==> src/rtl/hazard_ctrl_if.sv <==
// -----------------------------------------------------------------------------
// hazard_ctrl_if
//
// Bundles the hazard-detection inputs gathered from the pipeline with the
// enable/flush controls, the halt flag and the performance counters that the
// hazard controller drives back into the datapath.
//
// Parameters:
//   CNT_W        width of the stall and flush counters
//
// Signals (direction as seen by the hazard controller, modport master):
//   ihit         in   instruction fetch for the current PC completes
//   dhit         in   MEM-stage data access completes
//   dc_rsel1     in   rs of the instruction in decode
//   dc_rsel2     in   rt of the instruction in decode
//   dc_uses_rt   in   decode instruction reads rt
//   ex_d_ren     in   EX-stage instruction is a load
//   ex_wsel      in   EX-stage destination register
//   mem_dreq     in   MEM-stage instruction performs a data access
//   br_taken     in   EX stage resolved a taken control transfer
//   wb_halt      in   halt instruction has reached WB
//   pc_en        out  PC load enable
//   pipe1_en..4  out  enables for if_dc, dc_ex, ex_mem, mem_wb
//   hz_flushed1  out  bubble insert into if_dc (overrides pipe1_en)
//   hz_flushed2  out  bubble insert into dc_ex (overrides pipe2_en)
//   halted       out  core halted (sticky until reset)
//   stall_cnt    out  saturating count of stalled cycles
//   flush_cnt    out  saturating count of branch squash events
//
// Modports:
//   master  the hazard controller
//   slave   the datapath that supplies status and consumes the controls
// -----------------------------------------------------------------------------
interface hazard_ctrl_if #(
    parameter int CNT_W = 16
);
    logic             ihit;
    logic             dhit;
    logic [4:0]       dc_rsel1;
    logic [4:0]       dc_rsel2;
    logic             dc_uses_rt;
    logic             ex_d_ren;
    logic [4:0]       ex_wsel;
    logic             mem_dreq;
    logic             br_taken;
    logic             wb_halt;

    logic             pc_en;
    logic             pipe1_en;
    logic             pipe2_en;
    logic             pipe3_en;
    logic             pipe4_en;
    logic             hz_flushed1;
    logic             hz_flushed2;
    logic             halted;
    logic [CNT_W-1:0] stall_cnt;
    logic [CNT_W-1:0] flush_cnt;

    modport master (
        input  ihit, dhit, dc_rsel1, dc_rsel2, dc_uses_rt,
               ex_d_ren, ex_wsel, mem_dreq, br_taken, wb_halt,
        output pc_en, pipe1_en, pipe2_en, pipe3_en, pipe4_en,
               hz_flushed1, hz_flushed2, halted, stall_cnt, flush_cnt
    );

    modport slave (
        output ihit, dhit, dc_rsel1, dc_rsel2, dc_uses_rt,
               ex_d_ren, ex_wsel, mem_dreq, br_taken, wb_halt,
        input  pc_en, pipe1_en, pipe2_en, pipe3_en, pipe4_en,
               hz_flushed1, hz_flushed2, halted, stall_cnt, flush_cnt
    );
endinterface

==> src/rtl/hazard_ctrl.sv <==
// -----------------------------------------------------------------------------
// hazard_ctrl
//
// Pipeline hazard and stall controller for the 5-stage core. Generates the
// PC enable and the per-register enable/flush controls for if_dc, dc_ex,
// ex_mem and mem_wb. It sequences data-memory wait, load-use bubbles,
// taken-branch squashes, instruction-fetch wait and the terminal halt, and
// keeps saturating stall and flush event counters for performance debug.
//
// Parameters:
//   CNT_W  width of stall_cnt / flush_cnt
//
// Ports:
//   CLK    in  clock, rising edge
//   nRST   in  asynchronous active-low reset
//   hz     hazard_ctrl_if.master; status inputs, control outputs, halted
//          flag and counters (see hazard_ctrl_if.sv)
//
// The enable/flush outputs and halted are combinational (Mealy) from the
// registered state and the live inputs; state and counters are registered.
// -----------------------------------------------------------------------------
module hazard_ctrl #(
    parameter int CNT_W = 16
) (
    input  logic          CLK,
    input  logic          nRST,
    hazard_ctrl_if.master hz
);

    typedef enum logic [1:0] {
        RUN   = 2'd0,
        DWAIT = 2'd1,
        HALT  = 2'd2
    } state_t;

    // Which decode rule won this cycle, in priority order.
    typedef enum logic [2:0] {
        SEL_HALT    = 3'd0,
        SEL_DSTALL  = 3'd1,
        SEL_BRANCH  = 3'd2,
        SEL_LOADUSE = 3'd3,
        SEL_FETCH   = 3'd4,
        SEL_RUN     = 3'd5
    } sel_t;

    state_t           state;
    state_t           next_state;
    sel_t             sel;

    logic             dstall;
    logic             load_use;
    logic             rs_match;
    logic             rt_match;

    logic             pc_en;
    logic             pipe1_en;
    logic             pipe2_en;
    logic             pipe3_en;
    logic             pipe4_en;
    logic             flushed1;
    logic             flushed2;

    logic             stall_inc;
    logic             flush_inc;
    logic [CNT_W-1:0] stall_q;
    logic [CNT_W-1:0] flush_q;

    // Hazard conditions. Register 0 is hard-wired zero, so a load targeting
    // it never creates a real dependency.
    always_comb begin
        dstall   = hz.mem_dreq && !hz.dhit;
        rs_match = (hz.ex_wsel == hz.dc_rsel1);
        rt_match = hz.dc_uses_rt && (hz.ex_wsel == hz.dc_rsel2);
        load_use = hz.ex_d_ren && (hz.ex_wsel != 5'd0) && (rs_match || rt_match);
    end

    // Priority selection. The state only matters for HALT: in DWAIT the
    // release cycle (dhit=1) falls through to the branch/load-use/fetch rules,
    // so a hazard hidden under the memory stall is honoured on release.
    always_comb begin
        sel = SEL_RUN;
        if ((state == HALT) || hz.wb_halt) begin
            sel = SEL_HALT;
        end else if (dstall) begin
            sel = SEL_DSTALL;
        end else if (hz.br_taken) begin
            sel = SEL_BRANCH;
        end else if (load_use) begin
            sel = SEL_LOADUSE;
        end else if (!hz.ihit) begin
            sel = SEL_FETCH;
        end
    end

    // Next-state logic. wb_halt beats every other transition.
    always_comb begin
        next_state = state;
        case (state)
            RUN: begin
                if (hz.wb_halt) begin
                    next_state = HALT;
                end else if (dstall) begin
                    next_state = DWAIT;
                end
            end
            DWAIT: begin
                if (hz.wb_halt) begin
                    next_state = HALT;
                end else if (hz.dhit) begin
                    next_state = RUN;
                end
            end
            HALT: begin
                next_state = HALT;
            end
            default: begin
                next_state = RUN;
            end
        endcase
    end

    always_ff @(posedge CLK or negedge nRST) begin
        if (!nRST) begin
            state <= RUN;
        end else begin
            state <= next_state;
        end
    end

    // Output decode. Flushes are never raised while the pipe is frozen;
    // on a taken branch pipe1/pipe2 stay enabled but the flushes override.
    always_comb begin
        pc_en    = 1'b1;
        pipe1_en = 1'b1;
        pipe2_en = 1'b1;
        pipe3_en = 1'b1;
        pipe4_en = 1'b1;
        flushed1 = 1'b0;
        flushed2 = 1'b0;
        case (sel)
            SEL_HALT, SEL_DSTALL: begin
                pc_en    = 1'b0;
                pipe1_en = 1'b0;
                pipe2_en = 1'b0;
                pipe3_en = 1'b0;
                pipe4_en = 1'b0;
            end
            SEL_BRANCH: begin
                flushed1 = 1'b1;
                flushed2 = 1'b1;
            end
            SEL_LOADUSE: begin
                pc_en    = 1'b0;
                pipe1_en = 1'b0;
                flushed2 = 1'b1;
            end
            SEL_FETCH: begin
                pc_en    = 1'b0;
                flushed1 = 1'b1;
            end
            default: begin
                pc_en    = 1'b1;
            end
        endcase
    end

    always_comb begin
        stall_inc = !pc_en && (sel != SEL_HALT);
        flush_inc = (sel == SEL_BRANCH);
    end

    // Saturating counters: hold at all-ones rather than wrapping.
    always_ff @(posedge CLK or negedge nRST) begin
        if (!nRST) begin
            stall_q <= '0;
            flush_q <= '0;
        end else begin
            if (stall_inc && (stall_q != {CNT_W{1'b1}})) begin
                stall_q <= stall_q + 1'b1;
            end
            if (flush_inc && (flush_q != {CNT_W{1'b1}})) begin
                flush_q <= flush_q + 1'b1;
            end
        end
    end

    assign hz.pc_en       = pc_en;
    assign hz.pipe1_en    = pipe1_en;
    assign hz.pipe2_en    = pipe2_en;
    assign hz.pipe3_en    = pipe3_en;
    assign hz.pipe4_en    = pipe4_en;
    assign hz.hz_flushed1 = flushed1;
    assign hz.hz_flushed2 = flushed2;
    assign hz.halted      = (sel == SEL_HALT);
    assign hz.stall_cnt   = stall_q;
    assign hz.flush_cnt   = flush_q;

endmodule

==> src/flat_wrapper.sv <==
// flat-port wrapper written by rule: the top's interface ports become plain ports
module hazard_ctrl_flat 
#(
    parameter int CNT_W = 16
)
  (CLK, nRST, hz_ihit, hz_dhit, hz_dc_rsel1, hz_dc_rsel2, hz_dc_uses_rt, hz_ex_d_ren, hz_ex_wsel, hz_mem_dreq, hz_br_taken, hz_wb_halt, hz_pc_en, hz_pipe1_en, hz_pipe2_en, hz_pipe3_en, hz_pipe4_en, hz_hz_flushed1, hz_hz_flushed2, hz_halted, hz_stall_cnt, hz_flush_cnt);
  hazard_ctrl_if #(.CNT_W(CNT_W)) hz_i ();
  input  logic CLK;
  input  logic nRST;
  input wire logic [$bits(hz_i.ihit)-1:0] hz_ihit;
  input wire logic [$bits(hz_i.dhit)-1:0] hz_dhit;
  input wire logic [$bits(hz_i.dc_rsel1)-1:0] hz_dc_rsel1;
  input wire logic [$bits(hz_i.dc_rsel2)-1:0] hz_dc_rsel2;
  input wire logic [$bits(hz_i.dc_uses_rt)-1:0] hz_dc_uses_rt;
  input wire logic [$bits(hz_i.ex_d_ren)-1:0] hz_ex_d_ren;
  input wire logic [$bits(hz_i.ex_wsel)-1:0] hz_ex_wsel;
  input wire logic [$bits(hz_i.mem_dreq)-1:0] hz_mem_dreq;
  input wire logic [$bits(hz_i.br_taken)-1:0] hz_br_taken;
  input wire logic [$bits(hz_i.wb_halt)-1:0] hz_wb_halt;
  output wire logic [$bits(hz_i.pc_en)-1:0] hz_pc_en;
  output wire logic [$bits(hz_i.pipe1_en)-1:0] hz_pipe1_en;
  output wire logic [$bits(hz_i.pipe2_en)-1:0] hz_pipe2_en;
  output wire logic [$bits(hz_i.pipe3_en)-1:0] hz_pipe3_en;
  output wire logic [$bits(hz_i.pipe4_en)-1:0] hz_pipe4_en;
  output wire logic [$bits(hz_i.hz_flushed1)-1:0] hz_hz_flushed1;
  output wire logic [$bits(hz_i.hz_flushed2)-1:0] hz_hz_flushed2;
  output wire logic [$bits(hz_i.halted)-1:0] hz_halted;
  output wire logic [$bits(hz_i.stall_cnt)-1:0] hz_stall_cnt;
  output wire logic [$bits(hz_i.flush_cnt)-1:0] hz_flush_cnt;
  assign hz_i.ihit = hz_ihit;
  assign hz_i.dhit = hz_dhit;
  assign hz_i.dc_rsel1 = hz_dc_rsel1;
  assign hz_i.dc_rsel2 = hz_dc_rsel2;
  assign hz_i.dc_uses_rt = hz_dc_uses_rt;
  assign hz_i.ex_d_ren = hz_ex_d_ren;
  assign hz_i.ex_wsel = hz_ex_wsel;
  assign hz_i.mem_dreq = hz_mem_dreq;
  assign hz_i.br_taken = hz_br_taken;
  assign hz_i.wb_halt = hz_wb_halt;
  assign hz_pc_en = hz_i.pc_en;
  assign hz_pipe1_en = hz_i.pipe1_en;
  assign hz_pipe2_en = hz_i.pipe2_en;
  assign hz_pipe3_en = hz_i.pipe3_en;
  assign hz_pipe4_en = hz_i.pipe4_en;
  assign hz_hz_flushed1 = hz_i.hz_flushed1;
  assign hz_hz_flushed2 = hz_i.hz_flushed2;
  assign hz_halted = hz_i.halted;
  assign hz_stall_cnt = hz_i.stall_cnt;
  assign hz_flush_cnt = hz_i.flush_cnt;
  hazard_ctrl #(.CNT_W(CNT_W)) u_core (.CLK(CLK), .nRST(nRST), .hz(hz_i));
endmodule
==> config.mk <==
export PLATFORM = sky130hd
export DESIGN_NAME = hazard_ctrl_flat
export DESIGN_NICKNAME = d
export VERILOG_FILES = /design/src/rtl/hazard_ctrl_if.sv /design/src/rtl/hazard_ctrl.sv /design/src/flat_wrapper.sv
export SDC_FILE = /design/constraint.sdc
export NUM_CORES = 1
export LEC_CHECK = 0
export CORE_UTILIZATION = 25
export CTS_CLUSTER_SIZE = 8
export DETAILED_ROUTE_END_ITERATION = 16
export SYNTH_ARGS = -nofsm -noshare
export SYNTH_HDL_FRONTEND = slang
export SYNTH_SLANG_ARGS = --single-unit
==> constraint.sdc <==
create_clock -name CLK -period 3.2 [get_ports CLK]
set_input_delay 0.64 -clock CLK [delete_from_list [all_inputs] [get_ports CLK]]
set_output_delay 0.64 -clock CLK [all_outputs]
set_load 0.1 [all_outputs]
* After elaboration in Yosys (flattened, before gate mapping)
Cells that the tools add are included.
** Operators by class
- Equality and inequality tests :: 12
- Reduce and logical (&&, ||, !) cells :: 20
- $add $sub $neg :: 2
- Muxes and demuxes :: 15
** Operators with widths (number)
- $add 16x1->16 const B :: 2
- $ne 16x16->1 const B :: 2
- $mux 3 :: 4
- $eq 5x5->1 :: 2
- $mux 2 :: 4
- $logic_and 1x1->1 :: 7
- $eq 3x2->1 const B :: 2
- $mux 1 :: 6
- $pmux 2 s3 :: 1
- $reduce_or 2->1 :: 3
- $reduce_bool 5->1 :: 1
- $reduce_or 4->1 :: 1
- $eq 3x1->1 const B :: 1
- $eq 3x3->1 const B :: 1
- $logic_not 3->1 :: 1
- $ne 3x2->1 const B :: 1
- $ne 3x3->1 const B :: 1
- $reduce_bool 3->1 :: 1
- $reduce_or 3->1 :: 1
- $eq 2x1->1 const B :: 1
- $eq 2x2->1 const B :: 1
- $logic_not 2->1 :: 1
- $logic_or 1x1->1 :: 2
- $reduce_and 2->1 :: 1
- $logic_not 1->1 :: 1
** Word-level totals
- Bits of input ports :: 24
- Register bits :: 34
- Word-level logic and storage cells :: 52

* Depth between registers and ports, before layout
Gate-level depths: netlist of the first run.
- Word-level depth :: 12
- Mapped depth :: 8
- Depth with buffers taken out :: 7

* Least setup slack after synthesis of the first run
Ideal clock, no wire load.
- Path type :: input port to output port
- From :: in hz_wb_halt
- To :: out hz_hz_flushed1
- Buffers on the path :: 0
- Arrival :: 3.862 ns
- Setup slack :: -1.302 ns
- Stages on the path :: 4
- Cells stage by stage :: inv_1 -> nand2_1 -> nor2_1 -> o21a_1
** On the way
- Cells in the longest elaborated chain, start to end :: 5
** Ends and longest elaborated chain
- start: declaration :: line flat_wrapper.sv:19 : input wire logic [$bits(hz_i.wb_halt)-1:0] hz_wb_halt;
- $logic_or 1x1->1 (*) :: line hazard_ctrl.sv:82 : if ((state == HALT) || hz.wb_halt) begin
- $mux 3 (*) :: line hazard_ctrl.sv:82
- $eq 3x3->1 or $eq 3x2->1 (tied branches) :: line hazard_ctrl.sv:140 : case (sel)
- $reduce_or 2->1 (no line) (*)
- $mux 1 (*) :: line hazard_ctrl.sv:140
- end: declaration :: line flat_wrapper.sv:25 : output wire logic [$bits(hz_i.hz_flushed1)-1:0] hz_hz_flushed1;
Mark *: on every way between the ends. The rest lies on a longest branch, timed or not.

* Worst setup path in the final report of the first run
- From :: in hz_ex_wsel[2]
- To :: out hz_pc_en
** On the way
- Cells in the longest elaborated chain, start to end :: 11
** Ends and longest elaborated chain
- start: declaration :: line flat_wrapper.sv:16 : input wire logic [$bits(hz_i.ex_wsel)-1:0] hz_ex_wsel;
- $eq 5x5->1 :: line hazard_ctrl.sv:73 : rt_match = hz.dc_uses_rt && (hz.ex_wsel == hz.dc_rsel2);
- $logic_and 1x1->1 :: line hazard_ctrl.sv:73
- $logic_or 1x1->1 :: line hazard_ctrl.sv:74 : load_use = hz.ex_d_ren && (hz.ex_wsel != 5'd0) && (rs_match || rt_match);
- $logic_and 1x1->1 (*) :: line hazard_ctrl.sv:74
- $mux 3 (*) :: line hazard_ctrl.sv:88 : end else if (load_use) begin
- $mux 3 (*) :: line hazard_ctrl.sv:86 : end else if (hz.br_taken) begin
- $mux 3 (*) :: line hazard_ctrl.sv:84 : end else if (dstall) begin
- $mux 3 (*) :: line hazard_ctrl.sv:82
- $eq 3x1->1 (tied with other cells) :: line hazard_ctrl.sv:140
- $reduce_or 4->1 (no line) (*)
- $mux 1 (*) :: line hazard_ctrl.sv:140
- end: declaration :: line flat_wrapper.sv:20 : output wire logic [$bits(hz_i.pc_en)-1:0] hz_pc_en;
Marks and branches as above.

==> flow_summary.json, run 1 <==
{
  "ys_ff_latch": 34,
  "drt_iter0_markers": 44,
  "area_growth_pct": 50.3,
  "dr.pass1.iters": 4,
  "critPathKind": "input pin to primary output",
  "root_buffer": "clkbuf_8",
  "ys_seq_area_frac": 0.476,
  "avgViaCountPerCell": 4.25,
  "numPortBuffers": 63,
  "routed-wl-met3_um": 187,
  "routedWlPerCell_um": 11.5,
  "routed.top_layer": "met4",
  "n_antenna_cell": 0,
  "clock_latency_ps": 280,
  "cp_top_family": "simple AND/OR/NAND/NOR gates",
  "cts_tree": "yes",
  "initial_core_util": 0.260,
  "die_w_um": 86.6,
  "fmax_ghz": 0.321,
  "clock-sinks": 34,
  "period_needed_ps": 3110,
  "regArea_um2": 851,
  "critPathMaxFanout": 3,
  "relSlewSlack": 0.683,
  "drive_gt1_frac": 0.306,
  "grt_max_degree": 35,
  "antenna_found_initial": 0,
  "cts_buffers": 5,
  "rows": 30,
  "hold_viol": 0,
  "dieArea_um2": 7500,
  "most-common-layout-cells": "buf_4 (38), dfrtp_1 (34), xor2_1 (23), clkdlybuf4s50_1 (23), xnor2_1 (16)",
  "num_io_pins": 64,
  "fill_cells": 679,
  "worstMarginPinSlew_ps": 475,
  "slew_viol_final": 0,
  "setup_viol": 0,
  "synthCells": 168,
  "status": "completed",
  "ys_types": 34,
  "dp_hpwl_um": 2990,
  "power.density_nw_per_um2": 586,
  "cpMaxStageDelayCell": "or4_1",
  "power.leakage_nw": 1.25,
  "nNetsFinal": 267,
  "arrival_ps": 2470,
  "fin_tns_setup_ps": 0,
  "drt-met1-wl_um": 1750,
  "synth_area_um2": 1790,
  "ant_nets": 0,
  "peakVddDrop_v": 0.000496,
  "dp_cells": 330,
  "coreArea_um2": 6870,
  "layout_commonest_cell": "buf_4",
  "multiInputGateArea_um2": 928,
  "crit_path_start_kind": "input pin",
  "htree_levels": 2,
  "holdWs_ps": 460,
  "critPathBufInv": 2,
  "place_congestion": 0.701,
  "yosysWarnings": 0,
  "grt_pass1_vias": 1315,
  "dieHeight_um": 86.6,
  "hold_class": "flop to flop",
  "syn_avg_cell_area_um2": 10.7,
  "drc": 0,
  "overflow": 0,
  "path_clk_slew_ps": 70,
  "fin_crit_sh": 0.973,
  "clock_skew_ps": 3.08,
  "dpl_cell_area_um2": 2580,
  "dr_wl_met2_um": 1910,
  "max_stage_delay_ps": 520,
  "rsz0062_at_grt": "false",
  "cp_cell_sequence": "clkdlybuf4s50_1 > or4_1 > o21ai_1 > or2_2 > a21oi_4 > nor3_4 > buf_12",
  "final_cells": 338,
  "vias": 1438,
  "cts_hold_repair.buffers": 0,
  "syn-num-nets": 194,
  "finalPower_mw": 1.58,
  "worstPathRequired_ps": 2560,
  "design_area_um2": 2690,
  "cp-end-kind": "primary output",
  "grt_pass1_wl_um": 6220,
  "max_cap_violations": 0,
  "wirelength_um": 3880,
  "reg2reg_slack_ps": 900,
  "cts_buffer_depth": 2,
  "grt.total_usage": 0.107
}
## synthesized netlist by cell type
| master | n | area [um2] |
|---|---|---|
| nand2b_1 | 1 | 6.26 |
| nor3_2 | 4 | 40.0 |
| nor3_1 | 5 | 25.0 |
| or3_1 | 1 | 6.26 |
| buf_6 | 1 | 11.3 |
| a311o_4 | 1 | 20.0 |
| nor4_2 | 2 | 25.0 |
| xnor2_1 | 16 | 140 |
| or2_2 | 1 | 6.26 |
| o31a_1 | 1 | 8.76 |
| o21a_1 | 3 | 22.5 |
| a21oi_2 | 1 | 8.76 |
| buf_4 | 2 | 15.0 |
| or4_1 | 1 | 7.51 |
| inv_1 | 6 | 22.5 |
| nor4_1 | 2 | 12.5 |
| mux2_2 | 2 | 22.5 |
| a32oi_1 | 1 | 8.76 |
| and4_1 | 1 | 8.76 |
| nor2_1 | 14 | 52.6 |
| dfrtp_1 | 34 | 851 |
| nand4_1 | 6 | 37.5 |
| and3_1 | 7 | 43.8 |
| a31oi_1 | 1 | 6.26 |
| a211oi_1 | 1 | 7.51 |
| nor3_4 | 1 | 16.3 |
| a21oi_1 | 2 | 10.0 |
| nand2_1 | 10 | 37.5 |
| o21ai_0 | 2 | 10.0 |
| ha_1 | 2 | 25.0 |
| xor2_1 | 23 | 201 |
| nor2b_1 | 3 | 18.8 |
| or3b_2 | 1 | 8.76 |
| nand3_1 | 9 | 45.0 |
## path summary, 6_finish.rpt
| path | cells past startpoint | start | to |
|---|---|---|---|
| max | 7 | hz_ex_wsel[2] | hz_pc_en |
| min | 1 | u_core.state[1] | u_core.state[0] |
| max reg2reg | 5 | u_core.hz.stall_cnt[0] | u_core.hz.stall_cnt[1] |
| min reg2reg | 1 | u_core.state[1] | u_core.state[0] |
| max in group asynchronous | 2 | nRST | u_core.hz.flush_cnt[1] |
| min in group asynchronous | 2 | nRST | u_core.hz.stall_cnt[3] |
## where the power goes
group          switching (mW)  internal [mW]  leakage [nW]
sequential             0.0508          0.472         0.447
clock                   0.147          0.173        0.0482
combinational           0.523          0.210         0.757
## metal layers
| layer | up-vias | track usage |
|---|---|---|
| met5 | - | 0 |
| met4 | 0 | 0.0364 |
| met3 | 4 | 0.0324 |
| met2 | 34 | 0.172 |
| met1 | 672 | 0.136 |
| li1 | 728 | - |
## area by class of cell
| class | count | area share |
|---|---|---|
| clock buffer | 7 | 0.0321 |
| clock inverter | 1 | 0.00186 |
| inverter | 6 | 0.00838 |
| multi-input combinational | 125 | 0.345 |
| sequential | 34 | 0.316 |
| tap | 96 | 0.0447 |
| timing repair buffer | 69 | 0.251 |
## per-stage QoR
stage               setup WS [ps]  utilization
detailed placement           36.7        0.376
global placement             65.2        0.376
CTS                          34.6        0.389
finish                       86.8        0.391
global route                 13.0        0.391
floorplan                     196            -
## sequential cells by signal, indices dropped and copies added, names as in the netlist
| signal | cells |
|---|---|
| u_core.hz.flush_cnt | 16 |
| u_core.hz.stall_cnt | 16 |
| u_core.state | 2 |
## cell families after synthesis
family                     synth area share
adders and majority gates            0.0140
buffers and inverters                0.0273
AOI/OAI and AO/OA                    0.0573
xor gates and xnor gates              0.191
DFF                                   0.476
muxes                                0.0126
and+or+nand+nor                       0.222
## what timing repair did
action                                  4_1_cts  5_1_grt
endpoints found under the setup margin        0        2
buffers inserted                              0        0
gates resized for setup                       0        4
endpoints found under the hold margin         0        0
Note: power is estimated with default switching activity, not from simulation.
==> run 2: changes to the inputs <==
Settings changed: ABC_CLOCK_PERIOD_IN_PS set to 3700.
Clock period 3.2 ns to 3.7 ns, I/O delays scaled along.
==> flow_summary.json, run 2 (synthesis results as in run 1) <==
{
  "nNetsFinal": 263,
  "clock-sinks": 34,
  "cts_hold_repair.buffers": 0,
  "p_int_mw": 0.701,
  "cts_buffers": 5,
  "n_antenna_cell": 0,
  "dp_hpwl_um": 3040,
  "drc": 0,
  "clock_latency_ps": 280,
  "initial_core_util": 0.260,
  "avgViaCountPerCell": 4.28,
  "grt_max_degree": 35,
  "p_sw_frac": 0.467,
  "rows": 30,
  "max_cap_violations": 0,
  "fin_crit_sh": 0.920,
  "drt_iter0_markers": 50,
  "critPathKind": "input pin to primary output",
  "crit_path_start_kind": "input pin",
  "die_w_um": 86.6,
  "cts_resized": 0,
  "relSlewSlack": 0.342,
  "fmax_ghz": 0.294,
  "antenna_found_initial": 0,
  "dr.pass1.iters": 5,
  "cp_cell_sequence": "clkdlybuf4s50_1 > or4_1 > o21ai_0 > or2_2 > a21oi_1 > nor3_2 > buf_12",
  "grt.total_usage": 0.114,
  "overflow": 0,
  "max_stage_delay_ps": 530,
  "peakVddDrop_v": 0.000414,
  "status": "completed",
  "worstPathRequired_ps": 2960,
  "most-common-layout-cells": "clkdlybuf4s50_1 (55), dfrtp_1 (34), xor2_1 (23), xnor2_1 (16), nor2_1 (13)",
  "rsz0062_at_grt": "false",
  "dieHeight_um": 86.6,
  "ant_nets": 0,
  "routedWlPerCell_um": 12.1,
  "place_congestion": 0.696,
  "root_buffer": "clkbuf_8",
  "dieArea_um2": 7500,
  "hold_class": "flop to flop",
  "grt_pass1_vias": 1383,
  "critPathMaxFanout": 3,
  "regArea_um2": 851,
  "hold_viol": 0,
  "area_growth_pct": 48.0,
  "grt_pass1_wl_um": 6580,
  "fill_cells": 694,
  "vias": 1424,
  "slew_viol_final": 0,
  "num_io_pins": 64,
  "p_clk_frac": 0.194,
  "cts_buffer_depth": 2,
  "path_clk_slew_ps": 60,
  "cts_setup_buffers": 0,
  "setup_viol": 0,
  "fin_tns_setup_ps": 0,
  "layout_commonest_cell": "clkdlybuf4s50_1",
  "power.density_nw_per_um2": 496,
  "worstMarginPinSlew_ps": 985,
  "wirelength_um": 4040,
  "drive_gt1_frac": 0.127,
  "power.leakage_nw": 1.15,
  "clock_skew_ps": 5.26,
  "period_needed_ps": 3400,
  "arrival_ps": 2660,
  "cp-end-kind": "primary output",
  "p_sw_mw": 0.613,
  "cpMaxStageDelayCell": "or4_1",
  "coreArea_um2": 6870,
  "multiInputGateArea_um2": 902,
  "dp_cells": 326,
  "p_comb_frac": 0.462,
  "cts_tree": "yes",
  "numPortBuffers": 63,
  "htree_levels": 2,
  "final_cells": 333,
  "power_frac_seq": 0.344
}
## run 2: cell types whose count changed in the layout (fill, tap and decap cells not counted), sizes merged
cell and delta:
buf -36, clkdlybuf4s50 +32, clkinv -1
## run 2: routing by layer
| layer | up-vias | track usage | part of all wire |
|---|---|---|---|
| li1 | 716 | - | - |
| met1 | 669 | 0.142 | 0.44 |
| met2 | 33 | 0.185 | 0.50 |
| met3 | 6 | 0.0314 | 0.044 |
| met4 | 0 | 0.0500 | 0.014 |
| met5 | - | 0 | 0 |
## run 2: power groups by stage
stage          Sequential [mW]  Clock (mW)  Combinational [mW]
5_1_grt                  0.459       0.279               0.634
4_1_cts                  0.452       0.269               0.612
3_5_place_dp             0.459           0               0.611
2_1_floorplan            0.672           0               0.232
3_3_place_gp             0.458           0               0.609
6_report                 0.452       0.255               0.607
## run 2: worst paths after layout
kind	from	endpoint	slack (ps)	depth (start not counted)
setup / recovery	hz_ex_wsel[1]	hz_pc_en	300	7
min in group asynchronous	nRST	u_core.hz.stall_cnt[6]	870	2
hold / removal	u_core.state[1]	u_core.state[0]	470	1
max in group asynchronous	nRST	u_core.hz.flush_cnt[15]	2510	2
hold reg to reg	u_core.state[1]	u_core.state[0]	470	1
setup reg to reg	u_core.state[1]	u_core.hz.flush_cnt[6]	1370	7
## run 2: area by class of cell
type | count | share of cell area
sequential | 34 | 0.321
clock buffer | 7 | 0.0288
timing repair buffer | 65 | 0.255
inverter | 6 | 0.00851
tap | 96 | 0.0454
multi-input combinational | 125 | 0.341
## run 2: worst max-delay path: cells and delay by family
family	cells	cell delay, ps
buffers and inverters	2	680
and+or+nand+nor	3	900
AOI/OAI and AO/OA	2	350
## run 2: stage by stage
step	utilization	instance area, um2	power, mW	setup WS [ps]	hold slack [ps]
5_1_grt	0.385	2650	1.37	148	498
2_1_floorplan	-	1800	0.904	-132	426
3_5_place_dp	0.374	2570	1.07	277	454
6_report	0.385	2650	1.31	296	467
4_1_cts	0.385	2650	1.33	285	461
3_3_place_gp	0.374	2570	1.07	320	451
==> run 3: changes to the inputs <==
Settings changed: ABC_CLOCK_PERIOD_IN_PS 3700 to 2930.
Clock period 3.7 ns to 2.93 ns, I/O delays scaled along.
==> flow_summary.json, run 3 (synthesis results as in run 1) <==
{
  "numPortBuffers": 63,
  "grt_max_degree": 35,
  "wirelength_um": 4390,
  "most-common-layout-cells": "buf_4 (45), dfrtp_1 (34), xor2_1 (22), xnor2_1 (15), clkdlybuf4s50_1 (14)",
  "dp_hpwl_um": 3160,
  "hold_class": "flop to flop",
  "grt_pass1_wl_um": 6600,
  "timing.rr.start": "u_core.hz.stall_cnt[0]",
  "drive_gt1_frac": 0.361,
  "worstMarginPinSlew_ps": 536,
  "nNetsFinal": 277,
  "cp-end-kind": "primary output",
  "layout_commonest_cell": "buf_4",
  "path_clk_slew_ps": 70,
  "fmax_ghz": 0.348,
  "die_w_um": 86.6,
  "critPathBufInv": 2,
  "avgViaCountPerCell": 4.38,
  "cts_tree": "yes",
  "arrival_ps": 2290,
  "rows": 30,
  "dieHeight_um": 86.6,
  "grt.total_usage": 0.113,
  "worst-path-stages": 8,
  "clock_skew_ps": 7.51,
  "status": "completed",
  "vias": 1525,
  "setup_viol": 0,
  "cts_hold_repair.buffers": 0,
  "relSlewSlack": 0.642,
  "hold_viol": 0,
  "crit_start": "hz_dc_rsel1[4]",
  "cts_buffer_depth": 2,
  "crit_path_start_kind": "input pin",
  "place_congestion": 0.711,
  "crit_end": "hz_pc_en",
  "cp_top_family": "buffers and inverters",
  "root_buffer": "clkbuf_8",
  "post-route-util": 0.417,
  "drt_iter0_markers": 30,
  "ant_nets": 0,
  "clock-sinks": 34,
  "drc": 0,
  "pre_cts_ws_ps": -171,
  "critPathMaxFanout": 3,
  "reg2reg_slack_ps": 580,
  "fin_crit_sh": 0.982,
  "r2r-end": "u_core.hz.stall_cnt[1]",
  "cp_cell_sequence": "clkdlybuf4s50_1 > xor2_1 > nor3_2 > a32oi_2 > or2_4 > a21oi_4 > nor3_4 > buf_12",
  "dieArea_um2": 7500,
  "cpMaxStageDelayCell": "clkdlybuf4s50_1",
  "period_needed_ps": 2880,
  "power.density_nw_per_um2": 615,
  "fill_cells": 687,
  "worstPathRequired_ps": 2340,
  "power.leakage_nw": 1.41,
  "routedWlPerCell_um": 12.6,
  "max_stage_delay_ps": 470,
  "n_antenna_cell": 0,
  "initial_core_util": 0.260,
  "clock_latency_ps": 280,
  "peakVddDrop_v": 0.000557,
  "slew_viol_final": 0,
  "finalPower_mw": 1.76,
  "area_growth_pct": 60.0,
  "htree_levels": 2,
  "coreArea_um2": 6870,
  "critPathKind": "input pin to primary output",
  "cts_buffers": 5,
  "antenna_found_initial": 0,
  "overflow": 0,
  "grt_pass1_vias": 1410,
  "max_cap_violations": 0,
  "reg2reg_depth": 7,
  "num_io_pins": 64,
  "dr.pass1.iters": 4,
  "final.setup.worst_slack_ps": 54.1
}
-- run 3: cell count changes in the layout (fill, tap and decap cells not counted), sizes merged --
cell,delta
buf,+45
clkdlybuf4s50,-41
clkbuf,+1
clkinv,+1
dlymetal6s2s,+7
dlygate4sd2,+2
-- run 3: per-layer routing --
metal / up-vias / GRT usage / wire length [um]
met3: 5 / 0.0333 / 201
met5: - / 0 / 0
met1: 739 / 0.138 / 1880
met2: 39 / 0.190 / 2270
li1: 742 / - / -
met4: 0 / 0.0364 / 38
-- run 3: worst min path at each step --
stage / start / end / slack [ps] / depth (start not counted)
finish: u_core.state[1] / u_core.state[0] / 460 / 1
floorplan: nRST / u_core.hz.flush_cnt[0] / 290 / 0
CTS: u_core.state[1] / u_core.state[0] / 470 / 1
detailed placement: u_core.state[1] / u_core.state[0] / 440 / 1
global placement: u_core.state[1] / u_core.state[0] / 450 / 1
global route: u_core.state[1] / u_core.state[0] / 480 / 1
-- run 3: what timing repair did --
action                     CTS  global route
gates cloned                 0             0
gates resized for setup      7            16
setup endpoints to repair    4             8
setup buffers                3             4
pin swaps                    4             8
-- run 3: layout make-up --
| cell class | count | area (um2) | area share |
|---|---|---|---|
| multi-input cells | 125 | 987 | 0.345 |
| flip-flops and latches | 34 | 851 | 0.297 |
| repair buffers | 79 | 791 | 0.276 |
| well taps | 96 | 120 | 0.0420 |
| clock buffers | 7 | 86.3 | 0.0302 |
| inverters | 6 | 22.5 | 0.00787 |
| clock inverters | 1 | 5.00 | 0.00175 |
-- run 3: power breakdown --
| group | total (mW) | internal [mW] | switching, mW |
|---|---|---|---|
| Sequential | 0.571 | 0.515 | 0.0552 |
| Clock | 0.353 | 0.190 | 0.163 |
| Combinational | 0.838 | 0.252 | 0.586 |
-- run 3: metrics by stage --
stage / setup TNS, ps / hold WS, ps / instances / area [um2]
after global routing: -30.4 / 483 / 348 / 2860
final: 0 / 461 / 348 / 2860
after detailed placement: -312 / 438 / 334 / 2610
after CTS: 0 / 470 / 345 / 2740
after floorplan: 0 / 290 / 168 / 1810
after global placement: -151 / 452 / 334 / 2610
